===== config.mk =====
export PLATFORM = sky130hd
export DESIGN_NAME = scope_acq_controller_flat
export DESIGN_NICKNAME = d
export VERILOG_FILES = /design/src/rtl/scope_acq_if.sv /design/src/rtl/scope_acq_controller.sv /design/src/flat_wrapper.sv
export SDC_FILE = /design/constraint.sdc
export NUM_CORES = 1
export LEC_CHECK = 0
export ABC_AREA = 1
export CAP_MARGIN = 20
export CORE_MARGIN = 1
export CORE_UTILIZATION = 46
export DETAILED_ROUTE_END_ITERATION = 10
export HOLD_SLACK_MARGIN = 0.06
export PLACE_DENSITY = 0.7
export SETUP_SLACK_MARGIN = 0.3
export SLEW_MARGIN = 40
export SYNTH_ARGS = -nofsm -noshare
export SYNTH_HDL_FRONTEND = slang
export SYNTH_SLANG_ARGS = --single-unit

===== constraint.sdc =====
create_clock -name clk -period 2.25 [get_ports clk]
set_clock_uncertainty 0.05 [all_clocks]
set_input_delay 0.45 -clock clk [delete_from_list [all_inputs] [get_ports clk]]
set_output_delay 0.45 -clock clk [all_outputs]
set_load 0.02 [all_outputs]

===== src/rtl/scope_acq_if.sv =====
// Sample-path and RAM-write signals shared by the acquisition controller and its neighbours.
// Strobe semantics: sample_valid is a one-cycle qualifier with no ready; sample is consumed
// (or dropped by decimation/state) in the cycle it is high, and wr_en is a one-cycle write strobe.
interface scope_acq_if #(
    parameter int ADDR_W = 9
);
    logic              sample_valid;
    logic [7:0]        sample;
    logic [7:0]        level;
    logic              slope;
    logic              mode;
    logic [1:0]        time_per_div;
    logic              vblank;
    logic              wr_en;
    logic              wr_bank;
    logic [ADDR_W-1:0] wr_addr;
    logic [7:0]        wr_data;
    logic              buf_sel;
    logic [ADDR_W-1:0] disp_start;
    logic              frame_ready;
    logic              armed;

    modport master (
        output sample_valid, sample, level, slope, mode, time_per_div, vblank,
        input  wr_en, wr_bank, wr_addr, wr_data, buf_sel, disp_start, frame_ready, armed
    );

    modport slave (
        input  sample_valid, sample, level, slope, mode, time_per_div, vblank,
        output wr_en, wr_bank, wr_addr, wr_data, buf_sel, disp_start, frame_ready, armed
    );
endinterface


===== src/rtl/scope_acq_controller.sv =====
// Oscilloscope acquisition sequencer: decimation, pre-trigger ring, level/slope/auto trigger,
// and double-buffered sample RAM bank swap at vertical-blank start.
module scope_acq_controller #(
    parameter int ADDR_W       = 9,
    parameter int PRE_TRIG     = 64,
    parameter int AUTO_TIMEOUT = 1024
) (
    input  logic       clk,
    input  logic       rst,
    scope_acq_if.slave bus,
    output logic [2:0] dbg_state
);
    localparam int DEPTH    = 2 ** ADDR_W;
    localparam int POST_LEN = DEPTH - PRE_TRIG;
    localparam int CNT_W    = $clog2(AUTO_TIMEOUT + DEPTH) + 1;

    typedef enum logic [2:0] {
        S_IDLE    = 3'd0,
        S_PRETRIG = 3'd1,
        S_ARMED   = 3'd2,
        S_POST    = 3'd3,
        S_DONE    = 3'd4
    } state_t;

    state_t state, state_nxt;

    logic [1:0]        tdiv_lat;
    logic [5:0]        decim_cnt;
    logic [5:0]        decim_mask;
    logic [ADDR_W-1:0] wptr;
    logic [ADDR_W-1:0] trig_addr;
    logic [CNT_W-1:0]  seq_cnt;
    logic [7:0]        prev_sample;
    logic              prev_valid;
    logic              vblank_q;

    logic active;
    logic accept;
    logic level_hit;
    logic auto_hit;
    logic trig_hit;
    logic vblank_rise;
    logic start_acq;
    logic swap;

    // Ratio 1/4/16/64 realised as a counter wrapped by a power-of-two mask.
    always_comb begin
        case (tdiv_lat)
            2'd0:    decim_mask = 6'd0;
            2'd1:    decim_mask = 6'd3;
            2'd2:    decim_mask = 6'd15;
            default: decim_mask = 6'd63;
        endcase
    end

    assign active      = (state == S_PRETRIG) || (state == S_ARMED) || (state == S_POST);
    assign accept      = active && bus.sample_valid && (decim_cnt == 6'd0);
    assign level_hit   = prev_valid &&
                         (bus.slope ? ((prev_sample >= bus.level) && (bus.sample <  bus.level))
                                    : ((prev_sample <  bus.level) && (bus.sample >= bus.level)));
    // seq_cnt holds the number of earlier ARMED samples, so this fires on the AUTO_TIMEOUT-th.
    assign auto_hit    = !bus.mode && (seq_cnt >= CNT_W'(AUTO_TIMEOUT - 1));
    assign trig_hit    = (state == S_ARMED) && accept && (level_hit || auto_hit);
    assign vblank_rise = bus.vblank && !vblank_q;

    always_ff @(posedge clk) begin
        if (rst) begin
            state <= S_IDLE;
        end else begin
            state <= state_nxt;
        end
    end

    always_comb begin
        state_nxt = state;
        start_acq = 1'b0;
        swap      = 1'b0;
        case (state)
            S_IDLE: begin
                state_nxt = S_PRETRIG;
                start_acq = 1'b1;
            end
            S_PRETRIG: begin
                if (accept && (seq_cnt == CNT_W'(PRE_TRIG - 1))) state_nxt = S_ARMED;
            end
            S_ARMED: begin
                if (trig_hit) state_nxt = S_POST;
            end
            S_POST: begin
                if (accept && (seq_cnt == CNT_W'(POST_LEN - 1))) state_nxt = S_DONE;
            end
            S_DONE: begin
                if (vblank_rise) begin
                    state_nxt = S_PRETRIG;
                    start_acq = 1'b1;
                    swap      = 1'b1;
                end
            end
            default: state_nxt = S_IDLE;
        endcase
    end

    always_ff @(posedge clk) begin
        if (rst) begin
            bus.wr_en       <= 1'b0;
            bus.wr_addr     <= '0;
            bus.wr_data     <= '0;
            bus.buf_sel     <= 1'b0;
            bus.disp_start  <= '0;
            bus.frame_ready <= 1'b0;
            bus.armed       <= 1'b0;
            tdiv_lat        <= 2'd0;
            decim_cnt       <= 6'd0;
            wptr            <= '0;
            trig_addr       <= '0;
            seq_cnt         <= '0;
            prev_sample     <= 8'd0;
            prev_valid      <= 1'b0;
            vblank_q        <= 1'b0;
        end else begin
            vblank_q        <= bus.vblank;
            bus.wr_en       <= accept;
            bus.frame_ready <= swap;
            bus.armed       <= (state == S_ARMED);

            if (accept) begin
                bus.wr_addr <= wptr;
                bus.wr_data <= bus.sample;
                wptr        <= wptr + ADDR_W'(1);
                prev_sample <= bus.sample;
                prev_valid  <= 1'b1;
            end

            if (active && bus.sample_valid) decim_cnt <= (decim_cnt + 6'd1) & decim_mask;

            // seq_cnt is reused: pre-trigger writes, ARMED timeout, then post-trigger writes.
            case (state)
                S_PRETRIG: begin
                    if (accept) seq_cnt <= (state_nxt == S_ARMED) ? '0 : seq_cnt + CNT_W'(1);
                end
                S_ARMED: begin
                    if (trig_hit) begin
                        seq_cnt   <= CNT_W'(1);
                        trig_addr <= wptr;
                    end else if (accept && (seq_cnt < CNT_W'(AUTO_TIMEOUT - 1))) begin
                        seq_cnt <= seq_cnt + CNT_W'(1);
                    end
                end
                S_POST: begin
                    if (accept) seq_cnt <= seq_cnt + CNT_W'(1);
                end
                default: ;
            endcase

            if (swap) begin
                bus.buf_sel    <= ~bus.buf_sel;
                bus.disp_start <= trig_addr - ADDR_W'(PRE_TRIG);
            end

            if (start_acq) begin
                tdiv_lat   <= bus.time_per_div;
                decim_cnt  <= 6'd0;
                wptr       <= '0;
                seq_cnt    <= '0;
                prev_valid <= 1'b0;
            end
        end
    end

    assign bus.wr_bank = ~bus.buf_sel;
    assign dbg_state   = state;
endmodule


===== src/flat_wrapper.sv =====
// flat-port wrapper written by rule: the top's interface ports become plain ports
module scope_acq_controller_flat 
#(
    parameter int ADDR_W       = 9,
    parameter int PRE_TRIG     = 64,
    parameter int AUTO_TIMEOUT = 1024
)
  (clk, rst, dbg_state, bus_sample_valid, bus_sample, bus_level, bus_slope, bus_mode, bus_time_per_div, bus_vblank, bus_wr_en, bus_wr_bank, bus_wr_addr, bus_wr_data, bus_buf_sel, bus_disp_start, bus_frame_ready, bus_armed);
  scope_acq_if #(.ADDR_W(ADDR_W)) bus_i ();
  input  logic clk;
  input  logic rst;
  output logic [2:0] dbg_state;
  input wire logic [$bits(bus_i.sample_valid)-1:0] bus_sample_valid;
  input wire logic [$bits(bus_i.sample)-1:0] bus_sample;
  input wire logic [$bits(bus_i.level)-1:0] bus_level;
  input wire logic [$bits(bus_i.slope)-1:0] bus_slope;
  input wire logic [$bits(bus_i.mode)-1:0] bus_mode;
  input wire logic [$bits(bus_i.time_per_div)-1:0] bus_time_per_div;
  input wire logic [$bits(bus_i.vblank)-1:0] bus_vblank;
  output wire logic [$bits(bus_i.wr_en)-1:0] bus_wr_en;
  output wire logic [$bits(bus_i.wr_bank)-1:0] bus_wr_bank;
  output wire logic [$bits(bus_i.wr_addr)-1:0] bus_wr_addr;
  output wire logic [$bits(bus_i.wr_data)-1:0] bus_wr_data;
  output wire logic [$bits(bus_i.buf_sel)-1:0] bus_buf_sel;
  output wire logic [$bits(bus_i.disp_start)-1:0] bus_disp_start;
  output wire logic [$bits(bus_i.frame_ready)-1:0] bus_frame_ready;
  output wire logic [$bits(bus_i.armed)-1:0] bus_armed;
  assign bus_i.sample_valid = bus_sample_valid;
  assign bus_i.sample = bus_sample;
  assign bus_i.level = bus_level;
  assign bus_i.slope = bus_slope;
  assign bus_i.mode = bus_mode;
  assign bus_i.time_per_div = bus_time_per_div;
  assign bus_i.vblank = bus_vblank;
  assign bus_wr_en = bus_i.wr_en;
  assign bus_wr_bank = bus_i.wr_bank;
  assign bus_wr_addr = bus_i.wr_addr;
  assign bus_wr_data = bus_i.wr_data;
  assign bus_buf_sel = bus_i.buf_sel;
  assign bus_disp_start = bus_i.disp_start;
  assign bus_frame_ready = bus_i.frame_ready;
  assign bus_armed = bus_i.armed;
  scope_acq_controller #(.ADDR_W(ADDR_W), .PRE_TRIG(PRE_TRIG), .AUTO_TIMEOUT(AUTO_TIMEOUT)) u_core (.clk(clk), .rst(rst), .bus(bus_i), .dbg_state(dbg_state));
endmodule

== Yosys cells after proc, flatten, opt, wreduce, memory -nomap -nowiden ==
Cells that the tools add are included.

* Register bits after elaboration: 73
* Bits of input ports: 24

* $add $sub $neg: 4
* $lt $le $gt $ge: 6
* Equal/unequal tests: 12
* Mux-type cells: 16
* Bitwise operators: 2
* Reductions and logical operators: 24

{| class="wikitable"
|+ Operator list
! kind !! number
|-
| $mux W12 || 5
|-
| $pmux W12 S3 || 1
|-
| $pmux W6 S3 || 1
|-
| $ge A8 B8 Y1 || 2
|-
| $lt A8 B8 Y1 || 2
|-
| $pmux W3 S5 || 1
|-
| $add A12 B1 Y12 const B || 1
|-
| $eq A12 B6 Y1 const B || 1
|-
| $eq A12 B9 Y1 const B || 1
|-
| $ge A12 B10 Y1 const B || 1
|-
| $logic_and A1 B1 Y1 || 12
|-
| $lt A12 B10 Y1 const B || 1
|-
| $mux W3 || 4
|-
| $add A9 B1 Y9 const B || 1
|-
| $eq A3 B2 Y1 const B || 3
|-
| $sub A9 B7 Y9 const B || 1
|-
| $add A6 B1 Y6 const B || 1
|-
| $and A6 B6 Y6 || 1
|-
| $logic_not A6 Y1 || 1
|-
| $ne A2 B1 Y1 const B || 2
|-
| $reduce_and A4 Y1 || 1
|-
| $eq A3 B1 Y1 const B || 1
|-
| $eq A3 B3 Y1 const B || 1
|-
| $logic_not A3 Y1 || 1
|-
| 12 further kinds || 17
|}

== Depth between registers and ports, before layout ==
* Depth after elaboration: 13
* Gate-level depth with buffers: 19
* Gate-level depth less buffers: 19

== Least setup slack after synthesis ==
OpenSTA, ideal clock, no wires.

* Kind: in2reg
* Start: input port bus_level[5]
* End: register u_core.trig_addr[0]
* Setup time: 118 ps
* Arrival: 1853 ps
* Setup slack: 229 ps
* Stages on the path: 15
* Cells stage by stage: inv_1 > ha_1 > a21oi_1 > nor2_1 > nor2_1 > nand3_1 > nand2_1 > nand2_1 > nand3_1 > nand2_2 > nand2_4 > clkinv_2 > buf_6 > o21ai_1 > a21oi_2

* Word-level cells in the longest chain between the ends: 7

{| class="wikitable"
|+ RTL lines
! item !! line !! text
|-
| start, declared || flat_wrapper.sv:15 || <nowiki>input wire logic [$bits(bus_i.level)-1:0] bus_level;</nowiki>
|-
| $lt A8 B8 Y1 (tied with other cells) || scope_acq_controller.sv:60 || <nowiki>: ((prev_sample < bus.level) && (bus.sample >= bus.level)));</nowiki>
|-
| $logic_and A1 B1 Y1 (on tied branches) || scope_acq_controller.sv:60, scope_acq_controller.sv:59 ||
|-
| $mux W1 * || scope_acq_controller.sv:59 || <nowiki>(bus.slope ? ((prev_sample >= bus.level) && (bus.sample < bus.level))</nowiki>
|-
| $logic_and A1 B1 Y1 * || scope_acq_controller.sv:58 || <nowiki>assign level_hit = prev_valid &&</nowiki>
|-
| $logic_or A1 B1 Y1 * || scope_acq_controller.sv:63 || <nowiki>assign trig_hit = (state == S_ARMED) && accept && (level_hit || auto_hit);</nowiki>
|-
| $logic_and A1 B1 Y1 * || scope_acq_controller.sv:63 ||
|-
| $reduce_and A2 Y1 (no line) * || - ||
|-
| end signal, assigned || scope_acq_controller.sv:144 || <nowiki>trig_addr <= wptr;</nowiki>
|-
| end, declared || scope_acq_controller.sv:31 || <nowiki>logic [ADDR_W-1:0] trig_addr;</nowiki>
|}

Every way passes the cells marked *; elsewhere a longest branch is shown, timed or not.
A chain may end at the register's enable or synchronous reset.

==> summary.md <==
| Metric | Value |
|---|---|
| Status | `complete, no violations` |
| Total power | `0.00298 W` |
| First-pass DRT Iterations | `4` |
| Fmax | `469 MHz` |
| Reg-to-reg slack, setup | `0.12 ns` |
| Hold EP | `u_core.bus.disp_start[6]$_SDFFE_PP0P_` |
| Max-cap violations | `0` |
| Metal3 WL | `433 microns` |
| Largest net degree at the start of global routing | `35` |
| GRT Overall Usage | `0.232` |
| Core area | `approximately 7400 sq um` |
| Vias/cell | `around 5` |
| Crit-path slowest cell | `dfxtp_4` |
| Fin nets | `624` |
| Post-synth EDFFs | `0` |
| Worst-path maximum fanout | `5` |
| Critical R2R Launch | `u_core.bus.wr_data[1]$_SDFFE_PP0P_` |
| Most frequent CP cell | `nand2_2` |
| Top delay family on crit path | `simple AND/OR/NAND/NOR gates` |
| Most common cell after layout, fill and taps aside | `nor2_1` |
| Final GP Congestion | `0.876` |
| TritonCTS Sinks | `73` |
| GRT overflow | `0` |
| Area of the mapped netlist | `3570 sq um` |
| Min-delay src | `u_core.trig_addr[6]$_SDFFE_PP0P_` |
| Die width | `90.1 microns` |
| DIE HEIGHT | `90.1 microns` |
| DRT antenna net count | `0` |
| Most frequent cells in the layout | `nor2_1 (67), dfxtp_1 (62), inv_1 (53)` |
| Worst Hold Path Cells | `1` |
| Clock Latency Late Sink | `approximately 0.35 ns` |
| Critical path data arrival time | `between 2 and 2.5 ns` |
| Slew margin rel. | `0.743` |
| First-pass GRT wire length | `15400 microns` |
| PwrDens | `558 nW/um^2` |
| Share of cells above drive strength 1 | `0.300` |
| Post-synthesis register bit count | `73` |
| Distinct cell type count after synthesis | `40` |
| Detailed Route WL | `9560 microns` |
| Top FF cell, synth | `dfxtp_1` |
| Vias | `approximately 3500` |
| # diodes | `0` |
| Kind of critical path | `reg -> reg` |
| Worst hold path type | `reg -> reg` |
| Yosys warning count | `0` |
| Post-layout instance area | `approximately 5300 sq um` |
| Area Growth Syn to Fin | `49.7%` |
| Final Setup Violations | `0` |
| Initial Utilization | `0.485` |
| Placed cell area | `roughly 4400 sq um` |
| Routed WL per cell | `around 14 microns` |
| Worst r2r dst | `u_core.seq_cnt[7]$_SDFFE_PP0P_` |
| Sequential-to-total area share from yosys stat | `0.409` |
| Starting DRT DRC Count | `178` |
| Clock buffer depth | `2` |
| Crit start category | `flop` |
| Reg2Reg Depth | `16` |
| Row count | `31` |
| CP Capture Type | `flop` |
| Total die area | `roughly 8100 sq um` |
| Wire length on met2 | `4770 microns` |
| H-tree lvl count | `3` |
| Top Metal Used | `met4` |
| Port Buffers | `57` |
| Max stage delay on crit path | `0.36 ns` |
| Final period util | `0.947` |
| Avg Cell Area, Syn | `7.49 sq um` |
| CTS root buf | `clkbuf_8` |
| Count of final hold-check violations | `0` |
| Detailed Place HPWL | `5870 microns` |
| Antenna violations before repair | `0` |
| IO Pins | `58` |
| VDD IR max | `0.291 mV` |
| Static leakage | `2.20 nW` |
| RSZ-0062 raised after global routing | `true` |
| Worst Path Required | `2.44 ns` |
| Slew Limit Fails | `0` |
| CTS Buf Count | `9` |
| TritonCTS clock tree | `built` |
| Post-Synthesis Cells | `477` |
| Clock transition at path regs | `approximately 0.08 ns` |
| FFs w/ async S/R, synth | `0` |
| Number of global-route vias before repair | `3414` |
| Final min period | `roughly 2.1 ns` |
| CP bufs+invs | `2` |
| Met1 WL | `between 4000 and 5000 microns` |
| Worst-path cell chain | `ha_4 -> nand2_2 -> nand2_1 -> nand2_1 -> nand2_1 -> nand2_2 -> and2_4 -> nand2_2 -> nand2_2 -> nand3_2 -> nand2_4 -> nand2_8 -> buf_4 -> buf_6 -> nand4_1 -> a21oi_2` |
| Slew of the pin with the lowest slew margin | `0.381 ns` |
| DRC viols | `0` |
| Number of cells on the critical path | `16` |
| Synth Net Count | `522` |
[layout make-up]
| class | count | area (sq um) |
|---|---|---|
| Clock inverter | 6 | 90.1 |
| Multi-Input combinational cell | 324 | 2290 |
| Fill cell | 521 | 2020 |
| Timing Repair Buffer | 103 | 956 |
| Sequential cell | 73 | 1480 |
| Inverter | 68 | 270 |
| Clock buffer | 10 | 138 |
| Tap cell | 99 | 124 |
[kinds of logic after synthesis]
logic type / share of synthesized area
AOI/OAI and AO/OA: 0.147
DFF: 0.409
buffers and inverters: 0.0918
xor gates and xnor gates: 0.0221
adders and majority gates: 0.0736
and+or+nand+nor: 0.256
[routing by layer]
layer  global-route usage  vias to the layer above
li1                     -                     1776
met1                0.283                     1588
met2                0.385                       90
met3               0.0406                       23
met4                0.132                        0
met5                    0                        -
[sequential cells by signal, summed over array words and instances, names as in the netlist, 3 cells and up]
signal,flops
u_core.seq_cnt,12
u_core.bus.disp_start,9
u_core.bus.wr_addr,9
u_core.trig_addr,9
u_core.wptr,9
u_core.bus.wr_data,8
u_core.decim_cnt,6
u_core.dbg_state,3
[repair_timing]
action / 4_1_cts / 5_1_grt
hold buffers: 0 / 0
buffers inserted: 13 / 9
pin swaps: 41 / 46
endpoints found under the setup margin: 24 / 37
gates resized for setup: 76 / 69
gates cloned: 2 / 0
[Yosys cell counts (4+ instances only)]
master,number,area share
nor3_1,13,0.018
xor2_1,5,0.012
a21oi_1,40,0.056
nand2_2,6,0.011
dfxtp_1,73,0.41
xnor2_1,4,0.0098
inv_1,66,0.069
nand3_1,16,0.022
nand4_1,16,0.028
nor2_1,73,0.077
o21ai_0,43,0.060
clkbuf_1,7,0.0074
ha_1,21,0.074
nand2_1,54,0.057
[worst reg2reg max path: stages (launching register included)]
cell and delay (ns):
dfxtp_4 0.36, ha_4 0.24, nand2_2 0.07, nand2_1 0.05, nand2_1 0.07, nand2_1 0.09
nand2_2 0.11, and2_4 0.16, nand2_2 0.05, nand2_2 0.07, nand3_2 0.09, nand2_4 0.11
nand2_8 0.09, buf_4 0.15, buf_6 0.11, nand4_1 0.09, a21oi_2 0.07
[how the worst max path moves through the flow]
stage,from,end,slack (ns)
final,u_core.bus.wr_data[1]$_SDFFE_PP0P_,u_core.seq_cnt[7]$_SDFFE_PP0P_,0.12
after global routing,u_core.bus.wr_data[1]$_SDFFE_PP0P_,u_core.seq_cnt[3]$_SDFFE_PP0P_,0.04
after CTS,u_core.bus.wr_data[0]$_SDFFE_PP0P_,u_core.seq_cnt[4]$_SDFFE_PP0P_,0.30
after detailed placement,bus_level[7],u_core.seq_cnt[0]$_SDFFE_PP0P_,-0.39
after global placement,bus_level[1],u_core.trig_addr[3]$_SDFFE_PP0P_,-0.38
after floorplan,bus_level[5],u_core.trig_addr[8]$_SDFFE_PP0P_,0.31
[power breakdown]
part | internal, W | total [W] | switching (W)
Sequential | 0.00132 | 0.00135 | 0.0000261
Combinational | 0.000221 | 0.000470 | 0.000249
Clock | 0.000658 | 0.00116 | 0.000505
[through the flow]
step | TNS, ns | util | instances | setup WS [ns] | hold WS, ns
6_report | 0 | 0.726 | 683 | 0.118 | 0.404
4_1_cts | 0 | 0.686 | 674 | 0.299 | 0.397
3_5_place_dp | -7.84 | 0.598 | 643 | -0.392 | 0.376
5_1_grt | 0 | 0.726 | 683 | 0.0391 | 0.435
3_3_place_gp | -7.35 | 0.598 | 643 | -0.381 | 0.368
2_1_floorplan | 0 | - | 477 | 0.307 | 0.356
No activity file was read; power rests on OpenSTA's default activity.
